==> config.mk <==
export PLATFORM = sky130hd
export DESIGN_NAME = reorder_buffer
export DESIGN_NICKNAME = d
export VERILOG_FILES = /design/src/rtl/reorder_buffer.sv
export SDC_FILE = /design/constraint.sdc
export NUM_CORES = 1
export LEC_CHECK = 0
export CAP_MARGIN = 30
export CORE_ASPECT_RATIO = 0.5
export CORE_UTILIZATION = 41
export DETAILED_ROUTE_END_ITERATION = 8
export PLACE_DENSITY = 0.72
export SLEW_MARGIN = 40
export SYNTH_ARGS = -nofsm -noshare
export SYNTH_HDL_FRONTEND = slang
export SYNTH_SLANG_ARGS = --single-unit
==> constraint.sdc <==
create_clock -name clk -period 5.9 [get_ports clk]
set_input_delay 1.18 -clock clk [delete_from_list [all_inputs] [get_ports clk]]
set_output_delay 1.18 -clock clk [all_outputs]
set_load 0.005 [all_outputs]
==> src/rtl/reorder_buffer.sv <==
// Reorder buffer: allocates entries in program order, captures results from
// the CDB, answers operand lookups, and retires completed entries from head.
//
// Parameters: data_width (result width), tag_width (depth = 2**tag_width).
// Optional feature macro: ROB_CDB_BYPASS_EN -- operand lookups also see a
// result being broadcast on the CDB in the same cycle.
//
// Ports:
//   clk, rst_n                 clock, asynchronous active-low reset
//   flush                      synchronous squash of every entry
//   issue_valid, issue_dest    allocation request and its destination register
//   issue_tag, full            tag of the next allocation, no room left
//   CDB_in                     packed {valid, tag[tag_width], data[data_width]}
//   query_tag_j/k              operand lookup tags
//   query_rdy_j/k, query_val_j/k   lookup result ready flag and value
//   commit_valid/dest/data     head entry is done and retires at the next edge
//   count                      number of allocated entries
module reorder_buffer #(
  parameter int unsigned data_width = 16,
  parameter int unsigned tag_width  = 3
) (
  input  logic                           clk,
  input  logic                           rst_n,
  input  logic                           flush,
  input  logic                           issue_valid,
  input  logic [2:0]                     issue_dest,
  output logic [tag_width-1:0]           issue_tag,
  output logic                           full,
  input  logic [tag_width+data_width:0]  CDB_in,
  input  logic [tag_width-1:0]           query_tag_j,
  input  logic [tag_width-1:0]           query_tag_k,
  output logic                           query_rdy_j,
  output logic                           query_rdy_k,
  output logic [data_width-1:0]          query_val_j,
  output logic [data_width-1:0]          query_val_k,
  output logic                           commit_valid,
  output logic [2:0]                     commit_dest,
  output logic [data_width-1:0]          commit_data,
  output logic [tag_width:0]             count
);

  localparam int unsigned DEPTH = 2 ** tag_width;
  localparam logic [tag_width:0] FULL_COUNT = (tag_width + 1)'(DEPTH);

  // Entry state
  logic [DEPTH-1:0]      valid_q;
  logic [DEPTH-1:0]      done_q;
  logic [2:0]            dest_q  [DEPTH];
  logic [data_width-1:0] value_q [DEPTH];
  logic [tag_width-1:0]  head;
  logic [tag_width-1:0]  tail;

  // CDB field extraction
  logic                  cdb_valid;
  logic [tag_width-1:0]  cdb_tag;
  logic [data_width-1:0] cdb_data;
  assign cdb_valid = CDB_in[tag_width+data_width];
  assign cdb_tag   = CDB_in[tag_width+data_width-1:data_width];
  assign cdb_data  = CDB_in[data_width-1:0];

  logic alloc;
  logic retire;
  logic cdb_hit;

  // full comes from registered count only, so a same-cycle commit never frees
  // the slot for the issue arriving in that cycle.
  assign full      = (count == FULL_COUNT);
  assign issue_tag = tail;
  assign alloc     = issue_valid & ~full;
  assign cdb_hit   = cdb_valid & valid_q[cdb_tag] & ~done_q[cdb_tag];

  assign commit_valid = valid_q[head] & done_q[head];
  assign commit_dest  = dest_q[head];
  assign commit_data  = value_q[head];
  assign retire       = commit_valid;

  // Control state. The alloc/CDB/retire targets are always distinct entries:
  // alloc hits an invalid entry, CDB needs valid&~done, retire needs done.
  always_ff @(posedge clk or negedge rst_n) begin
    if (!rst_n) begin
      valid_q <= '0;
      done_q  <= '0;
      head    <= '0;
      tail    <= '0;
      count   <= '0;
    end else if (flush) begin
      valid_q <= '0;
      done_q  <= '0;
      head    <= '0;
      tail    <= '0;
      count   <= '0;
    end else begin
      if (alloc) begin
        valid_q[tail] <= 1'b1;
        done_q[tail]  <= 1'b0;
        tail          <= tail + 1'b1;
      end
      if (cdb_hit) begin
        done_q[cdb_tag] <= 1'b1;
      end
      if (retire) begin
        valid_q[head] <= 1'b0;
        done_q[head]  <= 1'b0;
        head          <= head + 1'b1;
      end
      if (alloc && !retire) begin
        count <= count + 1'b1;
      end else if (!alloc && retire) begin
        count <= count - 1'b1;
      end
    end
  end

  // Payload storage; contents are meaningless unless the entry is valid.
  always_ff @(posedge clk) begin
    if (alloc) begin
      dest_q[tail] <= issue_dest;
    end
    if (cdb_hit) begin
      value_q[cdb_tag] <= cdb_data;
    end
  end

  // Operand lookups
  always_comb begin
    query_rdy_j = valid_q[query_tag_j] & done_q[query_tag_j];
    query_val_j = value_q[query_tag_j];
    query_rdy_k = valid_q[query_tag_k] & done_q[query_tag_k];
    query_val_k = value_q[query_tag_k];
`ifdef ROB_CDB_BYPASS_EN
    if (cdb_valid && (cdb_tag == query_tag_j) && valid_q[query_tag_j]) begin
      query_rdy_j = 1'b1;
      query_val_j = cdb_data;
    end
    if (cdb_valid && (cdb_tag == query_tag_k) && valid_q[query_tag_k]) begin
      query_rdy_k = 1'b1;
      query_val_k = cdb_data;
    end
`else
    // Lookups reflect registered entry state only.
`endif
  end

endmodule

; ---- Yosys cells after proc, flatten, opt, wreduce, memory -nomap -nowiden
; Memory sizes are Yosys's and may differ from the RTL's.
; Cells that the tools add are included.
[op_classes]
addsub = 4
magnitude_cmp = 8
n_eq_ne = 1
muxes = 43
bitwise_logic = 15
reduce_logical = 10
[ops]
columns = operator, count
row1 = 8-bit two-way mux, 10
row2 = 8-bit AND, 3
row3 = 1-bit binary-select mux with 3-bit select, 8
row4 = "3-bit by 4-bit < comparator with 1-bit output, second input constant", 5
row5 = 8-bit NOT, 2
row6 = 8-bit OR, 2
row7 = 1-bit two-way mux, 15
row8 = 3-bit two-way mux, 4
row9 = 4-bit two-way mux, 3
row10 = 1-bit demux with 3-bit select, 3
row11 = "3-bit by 1-bit >= comparator with 1-bit output, second input constant", 3
row12 = "3-bit by 1-bit adder with 3-bit output, second input constant", 2
row13 = 1-bit AND, 6
row14 = 1-bit logical AND, 5
row15 = "4-bit by 1-bit adder with 4-bit output, second input constant", 1
row16 = "4-bit == test, second input constant", 1
row17 = 2-bit nonzero test, 2
row18 = "4-bit by 1-bit subtractor with 4-bit output, second input constant", 1
row19 = 3-bit nonzero test, 1
row20 = 1-bit logical NOT, 2
row21 = 1-bit NOT, 2
[totals]
register_bits = 26
ramBits = 152
input_bits = 33
out_inout_bits = 62
elab_cells = 88
memories = 2
[mem_list]
columns = memory, depth, word_bits, read_ports, rd_ports_with_merged_regs, wr, line_no
row1 = value_q, 8, 16, 3, 0, 1, 49  ; logic [data_width-1:0] value_q [DEPTH];
row2 = dest_q, 8, 3, 1, 0, 1, 48  ; logic [2:0] dest_q [DEPTH];

; ---- Longest topological paths before layout
[logic_depth]
depth_word = 14
depth_mapped = 11
depth_no_buf = 10

; ---- Worst setup path after synthesis
; Ideal clock, no wire load.
[synth_timing]
path_kind = in2reg
startpoint = in CDB_in[17]
endpoint = mem value_q[1][0] (enable)
arrival_time_ns = 4.330
t_required_ns = 5.417
setup_slack_ns = 1.087
cell_stages = 3
n_path_buf = 0
path_cell_list = mux4_2 > o2111ai_1 > a2111oi_0
[synth_between]
elab_chain_cells = 6
word_cells_on_any_way = 9
[synth_lines]
columns = item, line_no
row1 = from (decl), 29  ; input logic [tag_width+data_width:0] CDB_in,
row2 = 1-bit binary-select mux with 3-bit select, 70  ; assign cdb_hit = cdb_valid & valid_q[cdb_tag] & ~done_q[cdb_tag];
row3 = 1-bit two-way mux (not written as such), 70
row4 = 1-bit AND / 1-bit NOT (equally long branches), 70
row5 = 1-bit AND, 70
row6 = 1-bit two-way mux, 119  ; if (cdb_hit) begin
row7 = 1-bit two-way mux (not written as such), 120  ; value_q[cdb_tag] <= cdb_data;
row8 = to (decl), 49
; Several ways; a longest one is shown, not always the timed one. The select of a mux whose other input is x is not followed.

; ---- Worst setup path after layout
[layout_timing]
startpoint = in query_tag_k[1]
endpoint = out query_val_k[2]
[layout_between]
elab_chain_cells = 1
[layout_lines]
columns = item, line_no
row1 = from (decl), 31  ; input logic [tag_width-1:0] query_tag_k,
row2 = memory read 8 x 16 bit, --
row3 = to (decl), 35  ; output logic [data_width-1:0] query_val_k,
; No other way between the ends.

==> out/qor.txt <==
setup tns final = 0 ns
Gate power share = 0.108
GR Util All Layers = 0.2224
synth top area cells = edfxtp_1 (48%), mux4_2 (18%), dfrtp_1 (6.9%)
I/O pin total = 95
core area = 22110 sq um
share of flip-flops with an asynchronous set or reset = 0.1461
RSZ-0062 raised after global routing = false
Fillers = 1792
Mapped Nets = 661
antenna cell count = 0
worst hold path class = reg2reg
Avg Cell Area, Syn = 15.11 sq um
synthesized cell area = 9414 sq um
maximum VDD drop = 172.7 uV
vias in the first global route = 6529
post-synth top area share = 0.4848
DR vias = 6548
die width = 216.3 microns
commonest non-fill, non-tap cell in the layout = edfxtp_1
status = finished clean
Worst-Skew Late Latency = 0.43 ns
Post-DP HPWL = 16.65 mm
most frequent cells in the layout = edfxtp_1 (152), clkdlybuf4s50_1 (91), mux4_2 (76)
Top FF cell, synth = edfxtp_1
Slew @ Worst Pin = 0.8507 ns
CTS-repair resized insts = 0
Syn-to-layout area delta = 20.32%
Clock transition at path regs = 0.07 ns
total die area = 23610 sq um
Final setup viols = 0
Clock power frac = 0.386
CTS Root Buffer Type = clkbuf_16
Placer Congestion = 0.9115
Final Max Tran Viols = 0
Initial DRC Count = 680
worst clock skew = 0.01373 ns
htree depth = 4
P per Cell Area = 245.7 nW/um^2
CTS tree = done
switching portion of total power = 0.2312
Post-CTS Setup Bufs = 0
LEAKAGE = 3.700 nW
Max Freq = 215.6 MHz
Overflow after GRT = 0
share of cells above drive strength 1 = 0.2745
Tmin final = 4.638 ns
max cap viols = 0
hold buffers post-CTS = 0
Starting Density = 0.4258
WL per Instance = 25.19 microns
Unique masters post-synth = 57
Yosys top cell by area = edfxtp_1
# DRC = 0
synth warn = 0
largest net degree at the start of global routing = 45
CTS max path bufs = 2
layout net count = 750
clk sinks = 178
Req. time, crit path = 4.72 ns
Via density = 6.388
Tot Pwr = 2.783 mW
critical path endpoint category = output port
register area share after synthesis = 0.5540
synthesized instance count = 623
IO buf count = 94
Slew HR = 0.4285
Post-synth EDFFs = 152
Net Sw Power = 643.4 uW
Flop pwr share = 0.505
DRT Pass-1 Iters = 5
Final Hold Fails = 0
Pint = 2.140 mW
first-pass GRT wire length = 38.76 mm
Antenna Nets Post-Route = 0
final wirelength = 25.82 mm
CP Launch Type = input port
# rows = 38
initial antenna violation count = 0
synthesis-stage register bit count = 178
CP arrival = 3.46 ns
WS Path Type = in2out
Final Cycle Share = 0.7860
CTS buffer count = 17
Die Span Y = 109.1 microns
Crit Path Max Fanout = 30
==> cells by family after synthesis <==
kind of cell	Yosys count	share of synthesized area
AO/OA/AOI/OAI	104	0.08041
XOR/XNOR	3	0.002792
adder cells (fa/ha/maj)	5	0.007443
buffers and inverters	63	0.02698
flip-flops	178	0.5540
multiplexers	145	0.2621
AND/OR/NAND/NOR	125	0.06632
==> sequential cells by signal, indices dropped and copies added, names as in the netlist <==
register,flops
value_q,128
dest_q,24
done_q,8
valid_q,8
count,4
head,3
issue_tag,3
==> cell usage after synthesis (2+ instances only) <==
| library cell | n |
|---|---|
| mux2_1 | 2 |
| a21oi_1 | 18 |
| nand2b_1 | 4 |
| nand2_1 | 41 |
| clkbuf_1 | 29 |
| a22oi_1 | 8 |
| and2_1 | 3 |
| nor4b_1 | 3 |
| o22ai_1 | 7 |
| inv_1 | 15 |
| inv_2 | 3 |
| mux4_2 | 76 |
| o211ai_1 | 3 |
| dfrtp_1 | 26 |
| mux2_2 | 50 |
| ha_1 | 4 |
| a21o_1 | 2 |
| nor2_1 | 37 |
| nor2b_1 | 3 |
| edfxtp_1 | 152 |
| and4_1 | 2 |
| a211oi_1 | 3 |
| nor3_1 | 13 |
| xnor2_1 | 2 |
| a311oi_1 | 3 |
| o221ai_1 | 3 |
| o21ai_0 | 11 |
| o21a_1 | 3 |
| a221o_1 | 4 |
| nor4_1 | 2 |
| a221oi_1 | 25 |
| buf_2 | 11 |
| a32oi_1 | 2 |
| buf_1 | 4 |
| a31oi_1 | 4 |
| nand3_1 | 7 |
| o41ai_1 | 2 |
| mux2i_1 | 17 |
==> area by class of cell <==
class,count,area (sq um),area share
Clock buffer,19,432.9,0.03822
Clock inverter,13,126.4,0.01116
Inverter,18,67.56,0.005965
Multi-Input combinational cell,382,3986,0.3519
Sequential cell,178,5218,0.4606
Tap cell,300,375.4,0.03314
Timing Repair Buffer,115,1121,0.09897
==> path summary, 6_finish.rpt <==
kind	startpoint	end	slack (ns)	cells after the start
worst min register to register	valid_q[7]	valid_q[7]	0.56	1
worst min-delay path	valid_q[7]	valid_q[7]	0.56	1
worst max register to register	head[1]	count[3]	2.00	10
worst max-delay path	query_tag_k[1]	query_val_k[2]	1.26	5
min in group asynchronous	rst_n	count[3]	1.16	2
max in group asynchronous	rst_n	head[1]	4.45	2
==> per-layer routing <==
metal	vias up	share of wire	global-route usage
li1	2739	-	-
met1	3380	0.40	0.2843
met2	389	0.50	0.3782
met3	40	0.082	0.03961
met4	0	0.020	0.09457
met5	-	0	0
==> metrics by stage <==
stage                     std cells  hold WS [ns]  utilization  area [sq um]  worst slack, ns
final                          1025        0.5579       0.5123         11330            1.262
after global routing           1025        0.5822       0.5123         11330            1.192
after CTS                      1025        0.5542       0.5121         11320            1.273
after detailed placement        993        0.5311       0.4868         10760            1.289
after global placement          993        0.5113       0.4869         10770            1.319
after floorplan                 623        0.4895            -          9414            1.087
==> worst max-delay path, cell delays in order <==
cell	delay [ns]
clkdlybuf4s50_1	0.62
buf_4	0.48
mux4_2	0.39
mux2_2	0.30
clkdlybuf4s50_1	0.46
==> power groups by stage <==
stage / registers (mW) / logic, mW / clock network [mW]
after global placement: 1.43 / 0.296 / 0
after detailed placement: 1.43 / 0.303 / 0
after global routing: 1.41 / 0.325 / 1.14
after CTS: 1.41 / 0.304 / 1.09
after floorplan: 1.43 / 0.161 / 0
final: 1.41 / 0.302 / 1.08
No activity file was read; power rests on OpenSTA's default activity.
==> variant 1: new RTL, same settings <==
The parameter `data_width` goes from 16 to 32.
--- a/src/rtl/reorder_buffer.sv
+++ b/src/rtl/reorder_buffer.sv
@@ -16,7 +16,7 @@
 //   commit_valid/dest/data     head entry is done and retires at the next edge
 //   count                      number of allocated entries
 module reorder_buffer #(
-  parameter int unsigned data_width = 16,
+  parameter int unsigned data_width = 32,
   parameter int unsigned tag_width  = 3
 ) (
   input  logic                           clk,
Ports: changed (resized CDB_in, commit_data, query_val_j and query_val_k); port bits go from 95 to 159. The function was not compared with the original's and may differ.
==> variant 1 against the original RTL <==
- final area increased by 70%
- routed wire length increased by 84%
- total power up 68%
- area after synthesis is 70% higher
- setup slack got worse by 0.35 ns
- sequential cell count grew 128
- sequential power grew 72%
- critical path type is now reg2out
- largest cell class unchanged
==> variant 1: results (changes against the original RTL) <==
set qor(p_per_area_nw_per_um2) 243 ;# -1.2%
set qor(finalHoldWorstSlack_ns) 0.537 ;# -0.0211 ns
set qor(tritoncts.num_buffers) 29 ;# +12
set qor(critPathMaxStageDelay_ns) 0.67 ;# +0.05 ns
set qor(tritoncts_num_sinks) 306 ;# +72%
set qor(n_diodes) 2 ;# +2
set qor(outcome) {finished clean}
set qor(worst_r2r_startpoint) {head[2]}
set qor(sequential_area_share_after_synthesis_pct) 56.8 ;# +1.4 points
set qor(worstPathArrival_ns) 3.81 ;# +0.35 ns
set qor(gp_congestion) 0.836 ;# -8.3%
set qor(detailedPlacementHpwl_um) 29300 ;# +76%
set qor(detailedPlace.worstSlack_ns) 1.29 ;# +0.00314 ns
set qor(leakagePower_uw) 0.00616 ;# +66%
set qor(ys_top_cells_by_count) {sky130_fd_sc_hd__edfxtp_1, sky130_fd_sc_hd__mux4_2, sky130_fd_sc_hd__mux2_2, sky130_fd_sc_hd__clkbuf_1}
set qor(worstSkewPairLatency_ns) 0.55 ;# +0.12 ns
set qor(peakVddDrop_v) 0.000160 ;# -7.2%
set qor(synth_edf_count) 280 ;# +84%
set qor(power.switching_uw) 1030 ;# +61%
set qor(detailed_place.area_um2) 18300 ;# +70%
set qor(worst_slew_pin_slew_ns) 0.940 ;# +0.0891 ns
set qor(layout_worst_path_cycle_share_pct) 84.6 ;# +6.0 points
set qor(synthArstFlopShare_pct) 8.50 ;# -6.1 points
set qor(grt_first_pass_wirelength_um) 70000 ;# +81%
set qor(netlist_top_cells_area) {sky130_fd_sc_hd__edfxtp_1, sky130_fd_sc_hd__mux4_2, sky130_fd_sc_hd__mux2_2, sky130_fd_sc_hd__dfrtp_1, sky130_fd_sc_hd__a221oi_1}
set qor(clock_tree_area_fraction_pct) 4.58 ;# -0.36 points
set qor(detail_route.first_pass.iterations) 6 ;# +1
set qor(buffers) 199 ;# +73%
set qor(finClkSkew_ns) 0.00894 ;# -0.00479 ns
set qor(grt_start_max_net_pins) 46 ;# +2.2%
set qor(drive_gt1_share_pct) 32.2 ;# +4.7 points
set qor(critical_path_peak_fanout) 39 ;# +30%
set qor(htree_num_levels) 1 ;# -3
set qor(max-clock-path-buffers) 3 ;# +1
set qor(crit_path_capture) {commit_data[6]}
set qor(yosys.cell_types.count) 56 ;# -1.8%
set qor(number_of_global_route_vias_before_repair) 10900 ;# +67%
set qor(design.die.area_um2) 39800 ;# +68%
set qor(worst_hold_path_endpoint) {valid_q[5]}
set qor(post_drt_via_cell_ratio) 6.46 ;# +1.1%
set qor(synth_compound_gate_area_share_pct) 8.24 ;# +0.20 points
set qor(cp_slowest_cell) {sky130_fd_sc_hd__dfrtp_2}
set qor(drt_first_iter_violations) 1617 ;# +140%
==> variant 1: cell types whose count changed in the layout (fill, tap and decap cells not counted), sizes merged, moves of 22 or more <==
cell and change:
edfxtp +128, mux2 +47, clkdlybuf4s50 +60, a22oi +22, mux4 +69, buf +24
==> variant 1: metal layers <==
metal / GRT usage [%] / up-vias / wire length, um
met4: 7.94 / 0 / 1500
li1: - / 4391 / -
met5: 0 / - / 0
met3: 4.12 / 113 / 4490
met1: 31.0 / 5549 / 17600
met2: 40.9 / 638 / 23900
==> variant 1: power groups by stage <==
| stage | registers [uW] | clock network, uW | logic (uW) |
|---|---|---|---|
| after floorplan | 2450 | 0 | 257 |
| after global placement | 2460 | 0 | 474 |
| after detailed placement | 2460 | 0 | 484 |
| after CTS | 2410 | 1770 | 486 |
| after global routing | 2420 | 1860 | 517 |
| final | 2420 | 1760 | 486 |
==> variant 2: new RTL, same flow settings <==
Without the edit above. Reset style: synchronous (`rst_n`), changed in one clocked block. Comments in the files are not updated.
--- a/src/rtl/reorder_buffer.sv
+++ b/src/rtl/reorder_buffer.sv
@@ -76,7 +76,7 @@
 
   // Control state. The alloc/CDB/retire targets are always distinct entries:
   // alloc hits an invalid entry, CDB needs valid&~done, retire needs done.
-  always_ff @(posedge clk or negedge rst_n) begin
+  always_ff @(posedge clk) begin
     if (!rst_n) begin
       valid_q <= '0;
       done_q  <= '0;
Check against the original RTL: differs if rst_n is asserted again (counterexample within 4 cycles, from zero or initial values and one cycle with rst_n low); with rst_n held inactive, the same outputs for 4 cycles.
==> variant 2 against the original RTL <==
- fmax grew 3.6%
- final area shrank 0.95%
- setup slack gained 0.16 ns
- total power shrank 0.58%
- sequential cell count grew 3
- area after synthesis shrank 1.1%
- routed wire length shrank 14%
- largest cell class unchanged
- largest power group unchanged
==> variant 2: results (changes against the original RTL) <==
set qor(leakagePower_uw) 0.00356 ;# -3.8%
set qor(p_comb_uw) 221 ;# -27%
set qor(area_taken_by_multi_input_logic_gates_um2) 4000 ;# +0.41%
set qor(nMultiInputCombCells) 314 ;# -18%
set qor(postRouteWirelength_um) 22200 ;# -14%
set qor(grt_first_pass_wirelength_um) 33900 ;# -13%
set qor(seq_cells) 181 ;# +1.7%
set qor(non_clock_buffer_area_share_pct) 9.19 ;# -0.71 points
set qor(holdCritStartpoint) {count[3]}
set qor(ff_latch_area_um2) 5150 ;# -1.3%
set qor(cp_slowest_cell) {sky130_fd_sc_hd__mux4_2}
set qor(detailed_place.area_um2) 10600 ;# -1.4%
set qor(timing.reg2reg.worst_path_depth) 13 ;# +3
set qor(yosys.cell_types.count) 48 ;# -16%
set qor(total_power_uw) 2770 ;# -0.58%
set qor(outcome) {finished clean}
set qor(clock_tree_area_fraction_pct) 5.42 ;# +0.48 points
set qor(crit-reg2reg-capture) {count[3]}
set qor(peakVddDrop_v) 0.000198 ;# +14%
set qor(inverters) 14 ;# -4
set qor(synthCells) 548 ;# -12%
set qor(worst_hold_path_endpoint) {count[3]}
set qor(hold-path-cell-count) 2 ;# +1
set qor(regToRegSetupSlack_ns) 2.24 ;# +0.24 ns
set qor(detail_route.wl_per_cell_um) 23.4 ;# -7.1%
[variant 2: cell families (layout without fill, tap and decap cells)]
| logic type | count (synthesis) | in the layout | synth area share (%) |
|---|---|---|---|
| AO/OA/AOI/OAI | 60 | 60 | 4.25 |
| XOR/XNOR | 4 | 4 | 0.376 |
| adder cells (fa/ha/maj) | 6 | 6 | 0.887 |
| buffers and inverters | 53 | 154 | 2.36 |
| flip-flops | 181 | 181 | 55.3 |
| multiplexers | 162 | 162 | 32.3 |
| AND/OR/NAND/NOR | 82 | 82 | 4.61 |
[variant 2: worst max path at each step]
stage | from | endpoint | slack [ns] | depth (start not counted)
2_1_floorplan | CDB_in[17] | value_q[6][0] | 2.04 | 2
3_3_place_gp | query_tag_k[0] | query_val_k[6] | 1.39 | 5
3_5_place_dp | query_tag_k[0] | query_val_k[6] | 1.37 | 5
4_1_cts | query_tag_k[0] | query_val_k[6] | 1.37 | 5
5_1_grt | query_tag_k[0] | query_val_k[4] | 1.28 | 5
6_report | query_tag_k[0] | query_val_k[6] | 1.42 | 5
